File: config.mk
export PLATFORM = sky130hd
export DESIGN_NAME = booth_mul_param
export DESIGN_NICKNAME = d
export VERILOG_FILES = /design/src/rtl/multdiv_pkg.sv /design/src/rtl/booth_r4_encoder.sv /design/src/rtl/booth_mul_param.sv
export SDC_FILE = /design/constraint.sdc
export NUM_CORES = 1
export LEC_CHECK = 0
export BUFFER_PORTS_ARGS = -buffer_cell sky130_fd_sc_hd__clkbuf_2
export CAP_MARGIN = 0
export CELL_PAD_IN_SITES_DETAIL_PLACEMENT = 0
export CELL_PAD_IN_SITES_GLOBAL_PLACEMENT = 1
export CORE_ASPECT_RATIO = 2
export CORE_MARGIN = 1
export CORE_UTILIZATION = 45
export DETAILED_ROUTE_END_ITERATION = 6
export PLACE_DENSITY = 0.9
export SYNTH_ARGS = -nofsm -noshare
export SYNTH_HDL_FRONTEND = slang
export SYNTH_SLANG_ARGS = --single-unit
File: constraint.sdc
create_clock -name clock -period 6.45 [get_ports clock]
set_input_delay 0.645 -clock clock [delete_from_list [all_inputs] [get_ports clock]]
set_output_delay 0.645 -clock clock [all_outputs]
set_load 0.05 [all_outputs]
File: src/rtl/multdiv_pkg.sv
// Shared definitions for the processor's multdiv unit.
//   booth_op_e  : radix-4 Booth partial-product selections
//   mul_state_e : multiplier control states
//   booth_steps : number of radix-4 steps for a given operand width
package multdiv_pkg;

  typedef enum logic [2:0] {
    OP_ZERO,
    OP_ADD1,
    OP_ADD2,
    OP_SUB1,
    OP_SUB2
  } booth_op_e;

  typedef enum logic [1:0] {
    IDLE,
    RUN,
    DONE
  } mul_state_e;

  // Operands are extended by two bits so that unsigned values become
  // non-negative two's-complement numbers; that costs one extra step.
  function automatic int booth_steps(input int width);
    return width / 2 + 1;
  endfunction

endpackage

File: src/rtl/booth_r4_encoder.sv
// Radix-4 Booth recoder (purely combinational).
//   bits : multiplier window {b[i+1], b[i], b[i-1]}
//   op   : partial product to add to the accumulator
module booth_r4_encoder
  import multdiv_pkg::*;
(
  input  logic [2:0] bits,
  output booth_op_e  op
);

  // NOTE: assigning a default before the case keeps every path driven,
  // so no latch is inferred for op.
  always_comb begin
    op = OP_ZERO;
    case (bits)
      3'b001, 3'b010: op = OP_ADD1;
      3'b011:         op = OP_ADD2;
      3'b100:         op = OP_SUB2;
      3'b101, 3'b110: op = OP_SUB1;
      default:        op = OP_ZERO;
    endcase
  end

endmodule

File: src/rtl/booth_mul_param.sv
// Multi-cycle radix-4 Booth multiplier with start/ready handshake.
//   clock, reset     : rising-edge clock, asynchronous active-high reset
//   ctrl_MULT        : start request (accepted in IDLE and DONE)
//   ctrl_abort       : cancels an operation in RUN
//   ctrl_signed      : operand mode, sampled with ctrl_MULT
//   multiplicand     : operand A, latched at start
//   multiplier       : operand B, latched at start
//   data_result      : product bits [WIDTH-1:0]
//   data_result_hi   : product bits [2*WIDTH-1:WIDTH]
//   data_resultRDY   : one-cycle completion pulse
//   data_exception   : product does not fit in WIDTH bits
//   busy             : operation in flight
module booth_mul_param
  import multdiv_pkg::*;
#(
  parameter int WIDTH = 32
) (
  input  logic             clock,
  input  logic             reset,
  input  logic             ctrl_MULT,
  input  logic             ctrl_abort,
  input  logic             ctrl_signed,
  input  logic [WIDTH-1:0] multiplicand,
  input  logic [WIDTH-1:0] multiplier,
  output logic [WIDTH-1:0] data_result,
  output logic [WIDTH-1:0] data_result_hi,
  output logic             data_resultRDY,
  output logic             data_exception,
  output logic             busy
);

  localparam int N  = booth_steps(WIDTH);
  localparam int XW = WIDTH + 2;        // extended operand width
  localparam int HW = WIDTH + 4;        // high accumulator, holds +-2M safely
  localparam int FW = HW + XW + 1;      // whole product register
  localparam int CW = $clog2(N + 1);

  if ((WIDTH % 2) != 0 || WIDTH < 4) begin : g_width_check
    $error("booth_mul_param: WIDTH must be even and >= 4");
  end

  function automatic logic [XW-1:0] extend(input logic [WIDTH-1:0] v,
                                           input logic             s);
    return {{2{s & v[WIDTH-1]}}, v};
  endfunction

  mul_state_e      state_q;
  logic [CW-1:0]   cnt_q;
  logic [XW-1:0]   mcand_q;
  logic            signed_q;
  logic [HW-1:0]   acc_hi;
  logic [XW-1:0]   acc_lo;
  logic            acc_lsb;

  booth_op_e       op;
  logic [HW-1:0]   m_ext;
  logic [HW-1:0]   m_dbl;
  logic [HW-1:0]   sum;
  logic [FW-1:0]   full;
  logic [FW-1:0]   shifted;
  logic [WIDTH-1:0] prod_lo;
  logic [WIDTH-1:0] prod_hi;
  logic [WIDTH:0]  sign_window;
  logic            exc_nxt;

  booth_r4_encoder u_enc (
    .bits ({acc_lo[1:0], acc_lsb}),
    .op   (op)
  );

  assign m_ext = {{2{mcand_q[XW-1]}}, mcand_q};
  assign m_dbl = {m_ext[HW-2:0], 1'b0};

  always_comb begin
    sum = acc_hi;
    case (op)
      OP_ADD1: sum = acc_hi + m_ext;
      OP_ADD2: sum = acc_hi + m_dbl;
      OP_SUB1: sum = acc_hi - m_ext;
      OP_SUB2: sum = acc_hi - m_dbl;
      default: sum = acc_hi;
    endcase
  end

  assign full    = {sum, acc_lo, acc_lsb};
  assign shifted = {{2{full[FW-1]}}, full[FW-1:2]};

  // After the final step the product sits just above the implicit LSB.
  assign prod_lo     = shifted[WIDTH:1];
  assign prod_hi     = shifted[2*WIDTH:WIDTH+1];
  assign sign_window = shifted[2*WIDTH:WIDTH];
  assign exc_nxt     = signed_q ? !((&sign_window) || !(|sign_window))
                                : (|prod_hi);

  // NOTE: all state, including the datapath registers, is cleared on reset
  // so a reset mid-operation leaves nothing stale behind.
  // NOTE: sequential state uses non-blocking assignments only, so every
  // register samples pre-edge values regardless of statement order.
  always_ff @(posedge clock or posedge reset) begin
    if (reset) begin
      state_q        <= IDLE;
      cnt_q          <= '0;
      mcand_q        <= '0;
      signed_q       <= 1'b0;
      acc_hi         <= '0;
      acc_lo         <= '0;
      acc_lsb        <= 1'b0;
      data_result    <= '0;
      data_result_hi <= '0;
      data_resultRDY <= 1'b0;
      data_exception <= 1'b0;
      busy           <= 1'b0;
    end else begin
      data_resultRDY <= 1'b0;
      case (state_q)
        IDLE, DONE: begin
          // A start beats a simultaneous abort here.
          if (ctrl_MULT) begin
            mcand_q  <= extend(multiplicand, ctrl_signed);
            signed_q <= ctrl_signed;
            acc_hi   <= '0;
            acc_lo   <= extend(multiplier, ctrl_signed);
            acc_lsb  <= 1'b0;
            cnt_q    <= '0;
            state_q  <= RUN;
            busy     <= 1'b1;
          end else begin
            state_q  <= IDLE;
            busy     <= 1'b0;
          end
        end
        RUN: begin
          if (ctrl_abort) begin
            state_q <= IDLE;
            busy    <= 1'b0;
          end else begin
            acc_hi  <= shifted[FW-1 -: HW];
            acc_lo  <= shifted[XW:1];
            acc_lsb <= shifted[0];
            cnt_q   <= cnt_q + CW'(1);
            if (cnt_q == CW'(N - 1)) begin
              state_q        <= DONE;
              data_result    <= prod_lo;
              data_result_hi <= prod_hi;
              data_exception <= exc_nxt;
              data_resultRDY <= 1'b1;
              busy           <= 1'b0;
            end
          end
        end
        default: begin
          state_q <= IDLE;
          busy    <= 1'b0;
        end
      endcase
    end
  end

endmodule
After elaboration in Yosys (flattened, before gate mapping)
Index checks and enable logic that the tools add are counted.
Operators by class
  mux-type cells: 26
  reduce and logical (&&, ||, !) cells: 14
  equal/unequal tests: 16
  $add $sub $neg: 5
  bitwise gates (word level): 3
Operators by type and width (count)
  36-bit one-hot mux with 4 select lines: 1
  36-bit adder: 2
  36-bit 2-to-1 mux: 2
  36-bit one-hot mux with 2 select lines: 1
  36-bit subtractor: 2
  34-bit 2-to-1 mux: 2
  34-bit one-hot mux with 2 select lines: 1
  33-bit AND reduction: 1
  33-bit OR reduction: 1
  32-bit OR reduction: 1
  3-bit by 2-bit equality test with 1-bit output (second input constant): 4
  3-bit equality test (second input constant): 4
  3-bit one-hot mux with 4 select lines: 1
  1-bit 2-to-1 mux: 10
  5-bit 2-to-1 mux: 2
  5-bit one-hot mux with 2 select lines: 1
  3-bit by 1-bit equality test with 1-bit output (second input constant): 2
  3-bit AND reduction: 2
  2-bit OR reduction: 3
  5-bit by 1-bit adder with 5-bit output (second input constant): 1
  5-bit equality test (second input constant): 1
  2-bit 2-to-1 mux: 2
  2-bit inequality test (second input constant): 2
  1-bit one-hot mux with 2 select lines: 2
  other kinds (11): 13
Word-level totals
  bits in registers: 179
  logic and storage cells: 76

Longest topological paths before layout
  depth in word-level cells: 10
  mapped depth: 24

Hierarchy
From an unflattened synthesis, not the netlist that was laid out.
Unflattened totals
  cells, all modules: 1556
  area, all modules: 12439.4 um^2
By module, submodules not included
  booth_mul_param: area an instance 12405.6 um^2, cells each 1552, times used 1
  booth_r4_encoder: area an instance 33.8 um^2, cells each 4, times used 1

Worst setup path before layout
OpenSTA, ideal clock, no wires.
  kind: reg2reg
  from: register mcand_q[0]
  to: register acc_hi[32]
  setup time: 104 ps
  path slack: 1060 ps
  data arrival time: 5287 ps
  clock period less this slack: 5390 ps
  cell stages (with the launch flop): 24
  path through: dfrtp_1 > inv_1 > ha_1 > nand2_1 > or3_1 > or3_1 > or3_1 > or2_2 > o21ai_0 > xor2_1 > ha_1 > clkbuf_1 > a21o_1 > a31o_1 > a221o_1 > o2bb2ai_1 > a21o_1 > a221o_1 > and3_1 > a211o_1 > a21o_1 > a21oi_1 > xor2_1 > o311ai_1
On the way
  word-level cells in the longest chain between the ends: 4
  elaborated cells on any way between the ends: 7
  those cells by class: add/sub (4); mux (3)
Ends and longest elaborated chain
  from (decl): line booth_mul_param.sv:49  | logic [XW-1:0] mcand_q;
  from (signal assigned): line booth_mul_param.sv:119  | mcand_q <= extend(multiplicand, ctrl_signed);
  36-bit subtractor, or another cell as far along: line booth_mul_param.sv:80  | OP_SUB2: sum = acc_hi - m_dbl;
  36-bit one-hot mux with 4 select lines (*): line booth_mul_param.sv:76  | case (op)
  36-bit 2-to-1 mux (*): line booth_mul_param.sv:133  | if (ctrl_abort) begin
  36-bit one-hot mux with 2 select lines (*): line booth_mul_param.sv:115  | case (state_q)
  to (signal assigned): line booth_mul_param.sv:137  | acc_hi <= shifted[FW-1 -: HW];
  to (decl): line booth_mul_param.sv:51  | logic [HW-1:0] acc_hi;
Every way passes the cells marked *; elsewhere a longest branch is shown, timed or not. The select of a mux whose other input is x is not followed.
A chain may end at the register's enable or synchronous reset.

Worst setup path after layout
  from: register mcand_q[0]
  to: register data_exception
On the way
  word-level cells in the longest chain between the ends: 7
  elaborated cells on any way between the ends: 12
  those cells by class: add/sub (4); mux (2); reduce/logical (6)
Ends and longest elaborated chain
  36-bit subtractor, or another cell as far along: line booth_mul_param.sv:79  | OP_SUB1: sum = acc_hi - m_ext;
  36-bit one-hot mux with 4 select lines (*): line booth_mul_param.sv:76
  33-bit OR reduction: line booth_mul_param.sv:92  | assign exc_nxt = signed_q ? !((&sign_window) || !(|sign_window))
  1-bit zero test: line booth_mul_param.sv:92
  1-bit logical OR: line booth_mul_param.sv:92
  1-bit zero test: line booth_mul_param.sv:92
  1-bit 2-to-1 mux (*): line booth_mul_param.sv:92
  to (signal assigned): line booth_mul_param.sv:145  | data_exception <= exc_nxt;
  to (decl): line booth_mul_param.sv:28  | output logic data_exception,
Every way passes the cells marked *; elsewhere a longest branch is shown, timed or not.

==> results.ini <==
[sta]
fmax_mhz = 163
setup_viol = 0
hold_violations = 0
tightest_slew_ns = 1.01
fin_crit_sh = 0.951
hold_ws_ns = 0.226
slew_viol_final = 0
period_minus_slack_ns = 6.13
fin_skew_ns = 0.0161
slew-limit-headroom = 0.324

[grt]
grt_first_pass_wirelength_microns = 63400
grt_pass1_vias = 11900
grt_max_degree = 98
track_usage = 0.290
grt-ovfl-total = 0
antenna_found_initial = 0

[placed_design]
place_hpwl_microns = 30200
dp.cells = 1993
place_congestion = 1.01
io_buffers = 135

[route]
totalWireLength_microns = 40600
drc = 0
viasPerCell = 5.93
drtIter0Drc = 779
firstDrtPassIters = 7
avgRoutedWirePerCell_microns = 20.1
antenna_left = 0
num_vias = 12000

[power]
peakVddDrop_v = 0.000243
power_leakage_nw = 7.12
pwr_density_cell_nw_per_um2 = 473

[synth]
syn_area_sq_um = 12500
seq_area_frac_synth = 0.351
ys_ff_latch = 176
syn_avg_cell_area_sq_um = 8.00
synthFlopType = dfrtp_1
synth_edf_count = 0
ys_warn_count = 0
synth_cell_types = 69
syn_nets = 1713
netlist_instances = 1566
postSynth.asyncResetShare = 1.00

[clocking]
cts-root-buf = clkbuf_16
clockBufferDepth = 2
cts_tree = yes
holdBufCountCts = 0
clk_latency_ns = 0.47
path_clk_slew_ns = 0.08
clock-sinks = 176
numCtsBuffers = 17
htreeDepth = 4

[die]
core-area_sq_um = 27400
start_util = 0.457
die_w_microns = 120
rows = 86
dieArea_sq_um = 28600
die_h_microns = 238
num_io_pins = 136

[critical_path]
cp.arrival_ns = 6.53
path_max_fanout = 7
endpoint_kind = register
critPathLaunchType = register
cp.required_ns = 6.85
reg2reg_slack_ns = 0.32
criticalPathCategory = register to register

[min_path]
min_path_type = primary input to async pin

[final_layout]
finalNonFillerCells = 2025
drive_above_1_share = 0.133
diodes = 0
final_nets = 1807
area.growth.synth_to_final_pct = 13.2

[flow_run]
drv_cap = 0

[status]
status = finished clean

[per-layer routing]
| layer | global-route usage | wire [microns] | up-vias |
|---|---|---|---|
| met2 | 0.542 | 21700 | 415 |
| li1 | - | - | 5688 |
| met3 | 0.0509 | 2030 | 140 |
| met4 | 0.169 | 2340 | 0 |
| met1 | 0.296 | 14500 | 5756 |
| met5 | 0 | 0 | - |
[final timing paths]
path,end,startpoint,depth (start not counted)
max in group asynchronous,mcand_q[20],reset,3
hold reg to reg,data_result[3],data_result[3],2
setup reg to reg,data_exception,mcand_q[0],24
hold / removal,data_result[5],reset,2
min in group clock,mcand_q[26],multiplicand[26],3
setup / recovery,data_exception,mcand_q[0],24
[synthesized netlist by cell type, drive strengths merged (3+ instances only)]
master  number  area share
nand2      362        0.11
dfrtp      176        0.35
o21ai      152       0.061
nor2       104       0.032
clkbuf      80       0.024
ha          76       0.076
a21oi       75       0.030
xnor2       62       0.043
nand3       59       0.024
xor2        52       0.036
mux2i       39       0.031
inv         34       0.010
a21o        27       0.016
nor3        21      0.0084
a221oi      18       0.013
and3        16      0.0080
or3         16      0.0080
nand4       15      0.0075
nor2b       14      0.0070
a31oi       11      0.0055
nor4        10      0.0055
o21a        10      0.0060
nand2b       9      0.0051
a211oi       8      0.0048
and4         8      0.0056
buf          7      0.0024
o211ai       7      0.0042
o31ai        7      0.0042
or4          7      0.0042
or2          6      0.0030
a311oi       5      0.0035
a31o         5      0.0035
o22ai        5      0.0025
a211o        4      0.0028
a221o        4      0.0032
and2         4      0.0020
nor3b        4      0.0024
o211a        4      0.0032
o311ai       4      0.0028
a21boi       3      0.0021
a222oi       3      0.0024
a22oi        3      0.0018
a32oi        3      0.0021
o21bai       3      0.0018
o41ai        3      0.0021
[where the power goes]
group,internal [mW],switching (mW),total [mW]
Combinational,1.49,2.52,4.01
Sequential,1.30,0.285,1.58
Clock,0.616,0.503,1.12
[final cells by class]
| cell class | count | area [sq um] |
|---|---|---|
| Fill cell | 2687 | 13200 |
| Tap cell | 352 | 440 |
| Timing Repair Buffer | 162 | 878 |
| Sequential cell | 176 | 4400 |
| Clock inverter | 14 | 179 |
| Inverter | 35 | 136 |
| Multi-Input combinational cell | 1268 | 7720 |
| Clock buffer | 18 | 429 |
[per-stage QoR]
step / worst slack [ns] / utilization / TNS, ns / power, mW / cell area (sq um)
final: 0.316 / 0.517 / 0 / 6.71 / 14200
after global routing: -0.0263 / 0.517 / -0.0263 / 7.13 / 14200
after CTS: 0.294 / 0.516 / 0 / 6.65 / 14200
after detailed placement: 0.321 / 0.494 / 0 / 5.50 / 13600
after global placement: 0.467 / 0.494 / 0 / 5.46 / 13600
after floorplan: 1.03 / - / 0 / 4.33 / 12500
[repair_timing]
item | 4_1_cts | 5_1_grt
endpoints found under the setup margin | 0 | 2
endpoints found under the hold margin | 0 | 0
setup buffers | 0 | 0
resized for setup | 0 | 7
[cell families after synthesis]
| logic type | count (synthesis) | share of synthesized area |
|---|---|---|
| fa+ha+maj | 78 | 0.0791 |
| compound gates | 379 | 0.189 |
| mux | 40 | 0.0320 |
| flops | 176 | 0.351 |
| buf+inv | 122 | 0.0368 |
| simple gates | 657 | 0.232 |
| xor+xnor | 114 | 0.0797 |
[sequential cells by signal, summed over array words and instances, names as in the netlist]
name / cells
acc_hi: 34
acc_lo: 34
mcand_q: 33
data_result: 32
data_result_hi: 32
cnt_q: 5
state_q: 2
acc_lsb: 1
data_exception: 1
data_resultRDY: 1
signed_q: 1
[worst max-delay path: stages, from the launching register on]
cell      delay (ns)
dfrtp_1         0.42
inv_1           0.09
ha_1            0.19
nand2_1         0.09
or3_1           0.35
or3_1           0.50
or3_1           0.50
or3_1           0.45
nor4_1          0.34
nor3b_2         0.32
nor2_1          0.09
xnor2_1         0.14
ha_1            0.38
nand2_1         0.12
nand2_1         0.06
a221o_1         0.37
a21oi_1         0.17
o41a_1          0.17
o21ai_0         0.14
xor2_1          0.20
a221oi_1        0.26
o21ai_0         0.16
nor4b_2         0.19
a41o_1          0.26
a21oi_1         0.10
[placed cells by master (no fill, tap or decap), drive strengths merged, types with 8 or more instances in the layout]
cell type    n
clkbuf     153
o21a        10
nand2      362
nor4        10
a31oi       11
and3        16
xor2        52
xnor2       62
nand2b       9
nand3       59
buf         27
ha          76
and4         8
a21o        27
nand4       15
nor2b       14
dfrtp      176
or3         16
inv         37
a221oi      18
o21ai      152
a21oi       75
nor3        21
nor2       104
mux2i       39
a211oi       8
(Power assumes the default switching activity.)
